### src/rtl/pulpino_rst_pkg.sv
`default_nettype none
// ============================================================================
// Module      : pulpino_rst_pkg
// Description : Shared types for the PULPino reset sequencer: FSM state
//               encoding, reset-cause encoding and a width helper.
// Revision    : 1.0 - initial release
// ============================================================================
package pulpino_rst_pkg;

  // Sequencer states; WAIT_LOCK is the reset state.
  typedef enum logic [2:0] {
    ST_WAIT_LOCK  = 3'd0,
    ST_HOLD_ALL   = 3'd1,
    ST_REL_PERIPH = 3'd2,
    ST_REL_CORE   = 3'd3,
    ST_RUN        = 3'd4
  } rst_state_e;

  // Cause of the most recent reset, readable by software.
  typedef enum logic [1:0] {
    CAUSE_POR  = 2'd0,
    CAUSE_EXT  = 2'd1,
    CAUSE_LOCK = 2'd2,
    CAUSE_SW   = 2'd3
  } rst_cause_e;

  // Largest of four values, used to size the shared sequence counter.
  function automatic int unsigned max4(input int unsigned a, input int unsigned b,
                                       input int unsigned c, input int unsigned d);
    int unsigned m;
    m = a;
    if (b > m) m = b;
    if (c > m) m = c;
    if (d > m) m = d;
    return m;
  endfunction

endpackage
`default_nettype wire

### src/rtl/rst_sync_debounce.sv
`default_nettype none
// ============================================================================
// Module      : rst_sync_debounce
// Description : Multi-flop synchroniser for an asynchronous level, with an
//               optional debounce filter. CYCLES = 0 gives a plain
//               synchroniser; otherwise the output only changes after CYCLES
//               consecutive synchronised samples disagree with it.
// Revision    : 1.0 - initial release
// ============================================================================
module rst_sync_debounce #(
  parameter int unsigned SYNC_STAGES = 2,
  parameter int unsigned CYCLES      = 0,
  parameter logic        RESET_VAL   = 1'b0
) (
  input  logic clk_i,
  input  logic rst_i,
  input  logic async_i,
  output logic level_o
);

  logic                   arm_q;
  logic [SYNC_STAGES-1:0] sync_q;

  // Synchroniser chain. Sampling starts one cycle after reset release so the
  // first capture never coincides with the release edge itself.
  always_ff @(posedge clk_i) begin
    if (rst_i) begin
      arm_q  <= 1'b0;
      sync_q <= {SYNC_STAGES{RESET_VAL}};
    end else begin
      arm_q <= 1'b1;
      if (arm_q) begin
        sync_q <= {sync_q[SYNC_STAGES-2:0], async_i};
      end
    end
  end

  generate
    if (CYCLES == 0) begin : g_sync_only
      assign level_o = sync_q[SYNC_STAGES-1];
    end else begin : g_debounce
      localparam int unsigned CW = $clog2(CYCLES + 1);

      logic [CW-1:0] cnt_q, cnt_d;
      logic          level_q, level_d;

      // Count consecutive disagreeing samples; any agreeing sample clears.
      always_comb begin
        cnt_d   = '0;
        level_d = level_q;
        if (sync_q[SYNC_STAGES-1] != level_q) begin
          if (cnt_q == CW'(CYCLES - 1)) begin
            level_d = ~level_q;
            cnt_d   = '0;
          end else if (cnt_q != {CW{1'b1}}) begin
            cnt_d = cnt_q + CW'(1);
          end else begin
            cnt_d = cnt_q;
          end
        end
      end

      // Debounce state registers.
      always_ff @(posedge clk_i) begin
        if (rst_i) begin
          cnt_q   <= '0;
          level_q <= RESET_VAL;
        end else begin
          cnt_q   <= cnt_d;
          level_q <= level_d;
        end
      end

      assign level_o = level_q;
    end
  endgenerate

endmodule
`default_nettype wire

### src/rtl/pulpino_rst_seq.sv
`default_nettype none
// ============================================================================
// Module      : pulpino_rst_seq
// Description : PULPino reset sequencer. Synchronises/debounces board reset
//               and clock lock, then releases peripheral reset, core reset
//               and fetch-enable in a counted order. Records the last cause.
// Revision    : 1.0 - initial release
// ============================================================================
module pulpino_rst_seq
  import pulpino_rst_pkg::*;
#(
  parameter int unsigned SYNC_STAGES     = 2,
  parameter int unsigned DEBOUNCE_CYCLES = 16,
  parameter int unsigned PERIPH_HOLD     = 32,
  parameter int unsigned CORE_DELAY      = 16,
  parameter int unsigned FETCH_DELAY     = 8
) (
  input  logic       clk_i,
  input  logic       rst_i,
  input  logic       ext_rst_ni,
  input  logic       clk_locked_i,
  input  logic       sw_rst_req_i,
  output logic       rstn_periph_o,
  output logic       rstn_core_o,
  output logic       fetch_enable_o,
  output logic [1:0] rst_cause_o,
  output logic       busy_o
);

  localparam int unsigned CNT_W =
    $clog2(max4(PERIPH_HOLD, CORE_DELAY, FETCH_DELAY, DEBOUNCE_CYCLES) + 1);

  rst_state_e       state_q, state_d;
  rst_cause_e       cause_q, cause_d;
  logic [CNT_W-1:0] cnt_q, cnt_d;
  logic             restart;
  logic             ext_level;
  logic             ext_hold;
  logic             lock_sync;
  logic             hold;

  // Board reset: synchronised and debounced; idles high (button released).
  rst_sync_debounce #(
    .SYNC_STAGES (SYNC_STAGES),
    .CYCLES      (DEBOUNCE_CYCLES),
    .RESET_VAL   (1'b1)
  ) u_ext_sync (
    .clk_i   (clk_i),
    .rst_i   (rst_i),
    .async_i (ext_rst_ni),
    .level_o (ext_level)
  );

  // Clock lock: synchronised only, assumed unlocked out of reset.
  rst_sync_debounce #(
    .SYNC_STAGES (SYNC_STAGES),
    .CYCLES      (0),
    .RESET_VAL   (1'b0)
  ) u_lock_sync (
    .clk_i   (clk_i),
    .rst_i   (rst_i),
    .async_i (clk_locked_i),
    .level_o (lock_sync)
  );

  assign ext_hold = ~ext_level;
  assign hold     = ext_hold | ~lock_sync;

  // Next state and cause: hold wins over a software request, lock over ext.
  always_comb begin
    state_d = state_q;
    cause_d = cause_q;
    restart = 1'b0;
    if (hold) begin
      state_d = ST_WAIT_LOCK;
      if (state_q != ST_WAIT_LOCK) begin
        cause_d = lock_sync ? CAUSE_EXT : CAUSE_LOCK;
      end
    end else if (sw_rst_req_i && (state_q != ST_WAIT_LOCK)) begin
      state_d = ST_HOLD_ALL;
      cause_d = CAUSE_SW;
      restart = 1'b1;
    end else begin
      case (state_q)
        ST_WAIT_LOCK:  state_d = ST_HOLD_ALL;
        ST_HOLD_ALL:   if (cnt_q == CNT_W'(PERIPH_HOLD - 1)) state_d = ST_REL_PERIPH;
        ST_REL_PERIPH: if (cnt_q == CNT_W'(CORE_DELAY - 1))  state_d = ST_REL_CORE;
        ST_REL_CORE:   if (cnt_q == CNT_W'(FETCH_DELAY - 1)) state_d = ST_RUN;
        ST_RUN:        state_d = ST_RUN;
        default:       state_d = ST_WAIT_LOCK;
      endcase
    end
  end

  // Shared delay counter: clears on any state change or software restart.
  always_comb begin
    cnt_d = cnt_q;
    if ((state_d != state_q) || restart) begin
      cnt_d = '0;
    end else if (cnt_q != {CNT_W{1'b1}}) begin
      cnt_d = cnt_q + CNT_W'(1);
    end
  end

  // State, counter and cause registers.
  always_ff @(posedge clk_i) begin
    if (rst_i) begin
      state_q <= ST_WAIT_LOCK;
      cnt_q   <= '0;
      cause_q <= CAUSE_POR;
    end else begin
      state_q <= state_d;
      cnt_q   <= cnt_d;
      cause_q <= cause_d;
    end
  end

  // Moore output decode from the state register.
  always_comb begin
    rstn_periph_o  = 1'b0;
    rstn_core_o    = 1'b0;
    fetch_enable_o = 1'b0;
    case (state_q)
      ST_REL_PERIPH: begin
        rstn_periph_o = 1'b1;
      end
      ST_REL_CORE: begin
        rstn_periph_o = 1'b1;
        rstn_core_o   = 1'b1;
      end
      ST_RUN: begin
        rstn_periph_o  = 1'b1;
        rstn_core_o    = 1'b1;
        fetch_enable_o = 1'b1;
      end
      default: begin
        rstn_periph_o  = 1'b0;
        rstn_core_o    = 1'b0;
        fetch_enable_o = 1'b0;
      end
    endcase
  end

  assign busy_o      = (state_q != ST_RUN);
  assign rst_cause_o = cause_q;

endmodule
`default_nettype wire

### config.mk
export PLATFORM = sky130hd
export DESIGN_NAME = pulpino_rst_seq
export DESIGN_NICKNAME = d
export VERILOG_FILES = /design/src/rtl/pulpino_rst_pkg.sv /design/src/rtl/rst_sync_debounce.sv /design/src/rtl/pulpino_rst_seq.sv
export SDC_FILE = /design/constraint.sdc
export NUM_CORES = 1
export LEC_CHECK = 0
export CORE_UTILIZATION = 55
export CTS_CLUSTER_SIZE = 24
export DETAILED_ROUTE_END_ITERATION = 10
export MAX_ROUTING_LAYER = met4
export PLACE_DENSITY = 0.77
export SYNTH_ARGS = -nofsm -noshare
export SYNTH_HDL_FRONTEND = slang
export SYNTH_HIERARCHICAL = 1
export SYNTH_SLANG_ARGS = --single-unit
### constraint.sdc
create_clock -name clk_i -period 2.5 [get_ports clk_i]
set_clock_uncertainty 0.2 [all_clocks]
set_input_delay 0.25 -clock clk_i [delete_from_list [all_inputs] [get_ports clk_i]]
set_output_delay 0.25 -clock clk_i [all_outputs]
set_load 0.03 [all_outputs]
## Word-level counts from Yosys, hierarchy flattened

Index checks and enable logic that the tools add are counted.

| storage, ports and cells | value |
|---|---|
| latch bits | 0 |
| logic and storage cells | 55 |
| output and inout bits | 6 |
| memory bits (writable) | 0 |
| ROM bits | 0 |
| input bits | 5 |
| memories | 0 |
| register bits | 22 |

| cells by class | value |
|---|---|
| add/sub/neg operators | 2 |
| reductions and logical operators | 11 |
| $mul | 0 |
| shifts and indexed selects | 0 |
| multiplexer cells | 16 |
| equal/unequal tests | 14 |
| magnitude comparators | 0 |
| div/mod/pow operators | 0 |
| bitwise gates (word level) | 4 |

Operators by type and width:

| operator | count |
|---|---|
| $mux 3 | 5 |
| $pmux 3 s5 | 1 |
| $mux 2 | 4 |
| $add 6x1->6 const B | 1 |
| $eq 3x2->1 const B | 2 |
| $eq 6x3->1 const B | 1 |
| $eq 6x4->1 const B | 1 |
| $eq 6x5->1 const B | 1 |
| $mux 1 | 6 |
| $ne 6x6->1 const B | 1 |
| $reduce_or 3->1 | 2 |
| $add 5x1->5 const B | 1 |
| $eq 5x4->1 const B | 1 |
| $ne 5x5->1 const B | 1 |
| $reduce_and 2->1 | 2 |
| $reduce_or 2->1 | 2 |
| $eq 3x1->1 const B | 1 |
| $eq 3x3->1 const B | 1 |
| $logic_not 3->1 | 1 |
| $ne 3x3->1 | 1 |
| $ne 3x3->1 const B | 1 |
| $not 1->1 | 3 |
| $reduce_bool 3->1 | 1 |
| $ne 2x1->1 const B | 1 |
| 5 further kinds | 5 |

## Depth between registers and ports, before layout

| depth | value |
|---|---|
| depth after elaboration | 8 |
| gate-level depth with buffers | 6 |

## Modules after synthesis

The synthesis kept the hierarchy.

By module, submodules not included:

| module | cells each | area each (um^2) | seq. area each (um^2) | instances |
|---|---|---|---|---|
| pulpino_rst_seq | 87 | 754.5 | 220.2 | 1 |
| rst_sync_debounce at u_ext_sync | 36 | 371.6 | 180.2 | 1 |
| rst_sync_debounce at u_lock_sync | 8 | 91.3 | 60.1 | 1 |

## Worst setup path before layout

OpenSTA, ideal clock, no wires.

| path | value |
|---|---|
| kind | register -> output |
| start | reg state_q[2] |
| end | out rstn_periph_o |
| buffers on the path | 1 |
| cell stages (with the launch flop) | 5 |
| data arrival time | 1.436 ns |
| slack | 0.614 ns |
| data required time | 2.050 ns |
| path through | dfxtp_1 -> inv_1 -> or3_1 -> clkbuf_1 -> o21ai_0 |

| on the way | value |
|---|---|
| longest elaborated chain between the ends | 3 |
| elaborated cells on any way between the ends | 5 |
| those cells by class | eq/ne (3); mux (1); reduce/logical (1) |

Ends and longest elaborated chain:

| item | line | RTL |
|---|---|---|
| start: declaration | pulpino_rst_seq.sv:33 | `rst_state_e state_q, state_d;` |
| start signal: assignment | pulpino_rst_seq.sv:112 | `state_q <= state_d;` |
| $eq 3x3->1 / $eq 3x2->1 (equally long branches) | pulpino_rst_seq.sv:123 | `case (state_q)` |
| $reduce_or 3->1 (no line) * | n/a |  |
| $mux 1 * | pulpino_rst_seq.sv:123 |  |
| end: declaration | pulpino_rst_seq.sv:23 | `output logic rstn_periph_o,` |

Every way passes the cells marked *; elsewhere a longest branch is shown, timed or not.

## Final worst setup path

| path | value |
|---|---|
| start | reg state_q[2] |
| end | out busy_o |

| on the way | value |
|---|---|
| longest elaborated chain between the ends | 1 |

Ends and longest elaborated chain:

| item | line | RTL |
|---|---|---|
| $ne 3x3->1 | pulpino_rst_seq.sv:144 | `assign busy_o = (state_q != ST_RUN);` |
| end: declaration | pulpino_rst_seq.sv:27 | `output logic busy_o` |

No other way between the ends.

==> results.cfg <==
[route]
drt_iter0_drc = 23
drtPass1Iterations = 4
dr_total_vias = 957
drc = 0
routed_wl_um = 2149
wl_per_cell_um = 12.87
vias_per_cell = 5.731
ant_nets = 0

[global_routing]
overflow = 0
grtUsageTotal_pct = 20.00
grt_first_pass_wirelength_um = 3712
grt_pass1_vias = 883
antenna_found_initial = 0
grt_max_degree = 14

[logic_synthesis]
syn_nets = 140
yosysWarnings = 6
netlist_area_sq_um = 1217
synth_flop_cell = dfxtp_1
async_flop_share_pct = 0
syn-instance-count = 131
syn_area_per_cell_sq_um = 9.293
ys_seq_area_share_pct = 37.82
synth_edf_count = 0
synth-seq-cells = 23
ys_types = 47

[clock_network]
path_clk_slew_ns = 0.13
root_buffer = clkbuf_4
cts_tree = built
h-tree-depth = 1
post-cts-setup-buffers = 0
clk_latency_ns = 0.31
numCtsBuffers = 3
cts_sinks = 23
cts_max_path_buffers = 2

[power]
power.density_nw_per_um2 = 453.4
total_power_w = 0.0006127
cellLeakagePower_nw = 0.5546
vdd_drop_max_mv = 0.3946

[timing]
slew_viol_final = 0
hold_viol = 0
period_minus_slack_ns = 2.377
setup_violations = 0
max_slew_margin_pct = 76.95
fin_tns_setup_ns = 0
worstMarginPinSlew_ns = 0.3453
timing.fmax_mhz = 420.8
hold_slack_ns = 0.2802
grt_setup_unrepaired = no
min_period_over_period_pct = 95.06

[layout]
multi_input_area_sq_um = 680.7
ff_latch_area_sq_um = 460.4
diodes = 0
fill_cells = 162
syn2layout_area_growth_pct = 11.00
drive_gt1_share_pct = 11.43
nNetsFinal = 150

[min_path]
min_path_type = reg2reg

[floorplan]
die-area_sq_um = 2405
dieHeight_um = 49.05
start_util_pct = 60.21
io_pins = 11
rows = 16
die_w_um = 49.05
core-area_sq_um = 2022

[critical_path]
max_stage_delay_ns = 0.62
path_cells = inv_1, or3_1, clkdlybuf4s50_1
cpLargestDelayFamily = buffers and inverters
startpoint_type = flop
arrival_ns = 1.93
crit_buf_inv = 2
worstSetupEndpointType = primary output
crit_required_ns = 2.05
crit_slowest_cell = clkdlybuf4s50_1
critical_path.max_fanout = 8
crit_type = reg2out

[place]
hpwl_um = 1552
portBuffers = 10
place_congestion = 0.9359

[run]
maxCapViolCount = 0

[run_status]
status = finished clean
## repair_timing
item | in CTS | in global routing
resized for setup | 1 | 2
hold buffers | 0 | 0
setup endpoints to repair | 1 | 2
## area by class of cell
type	instances	share of cell area, %
multi-input combinational	92	50.37
sequential	23	34.07
timing repair buffer	11	8.241
inverter	10	2.778
tap	27	2.500
clock buffer	3	1.667
clock inverter	1	0.3704
## worst min-delay path, stage by stage (launching register included)
cell and delay [ns]:
dfxtp_1 0.33, inv_1 0.05, a221oi_1 0.06
## per-layer routing
layer	global-route usage, %	share of wire, %	vias up
met5	-	0	-
met3	2.492	4.1	2
met2	32.87	50	25
met4	9.314	0.65	0
li1	-	-	489
met1	24.32	45	441
## state kept, by name (all words and copies together) (netlist names)
name and cells:
u_ext_sync/arm_q 1, state_q 3, u_lock_sync/sync_q 2, u_ext_sync/level_o 1, rst_cause_o 2, cnt_q 6
u_ext_sync/g_debounce.cnt_q 5, u_ext_sync/sync_q 2, u_lock_sync/arm_q 1
## cell usage in the layout, fill, tap and decap left out, types with 5 or more instances in the layout
| cell type | instances |
|---|---|
| a21oi_1 | 5 |
| clkdlybuf4s50_1 | 7 |
| dfxtp_1 | 23 |
| inv_1 | 10 |
| mux2i_1 | 7 |
| nand2_1 | 7 |
| nor2_1 | 12 |
## path summary, 6_finish.rpt
kind                  startpoint             end  slack, ns  cells after the start
hold / removal    rst_cause_o[0]  rst_cause_o[0]       0.28                      2
setup reg to reg        cnt_q[0]        cnt_q[1]       0.50                      5
hold reg to reg   rst_cause_o[0]  rst_cause_o[0]       0.28                      2
setup / recovery      state_q[2]          busy_o       0.12                      3
## stage by stage
step / utilization (%) / instances / setup slack, ns / instance area [sq um]
finish: 66.83 / 167 / 0.1234 / 1351
global route: 66.83 / 167 / 0.01775 / 1351
CTS: 66.58 / 167 / 0.003559 / 1346
detailed placement: 65.28 / 163 / 0.3152 / 1320
global placement: 65.28 / 163 / 0.3356 / 1320
floorplan: - / 131 / 0.6141 / 1217
## cell usage after synthesis (all sizes together), types with 3 or more instances
library cell / instances / area (sq um)
xnor2: 4 / 35.03
nor2: 12 / 45.04
o21ai: 3 / 15.01
clkbuf: 4 / 16.26
mux2i: 7 / 70.07
dfxtp: 23 / 460.4
ha: 4 / 50.05
a21oi: 5 / 25.02
nand2: 7 / 26.28
a211oi: 3 / 22.52
nor4: 4 / 25.02
xor2: 3 / 26.28
or3: 4 / 31.28
inv: 10 / 37.54
nand3: 4 / 20.02
nor3: 3 / 15.01
## report_power, final
group	internal, W	leakage [nW]	switching (W)
Clock	0.0000596	0.0177	0.000109
Sequential	0.000378	0.187	0.0000120
Combinational	0.0000284	0.350	0.0000253
Total	0.000466	0.555	0.000146
## cells by family after synthesis
logic type | synth area share (%)
xor gates and xnor gates | 5.036
AOI/OAI and AO/OA | 14.90
DFF | 37.82
buffers and inverters | 6.269
muxes | 5.756
adders and majority gates | 4.111
and+or+nand+nor | 26.11
No activity file was read; power rests on OpenSTA's default activity.
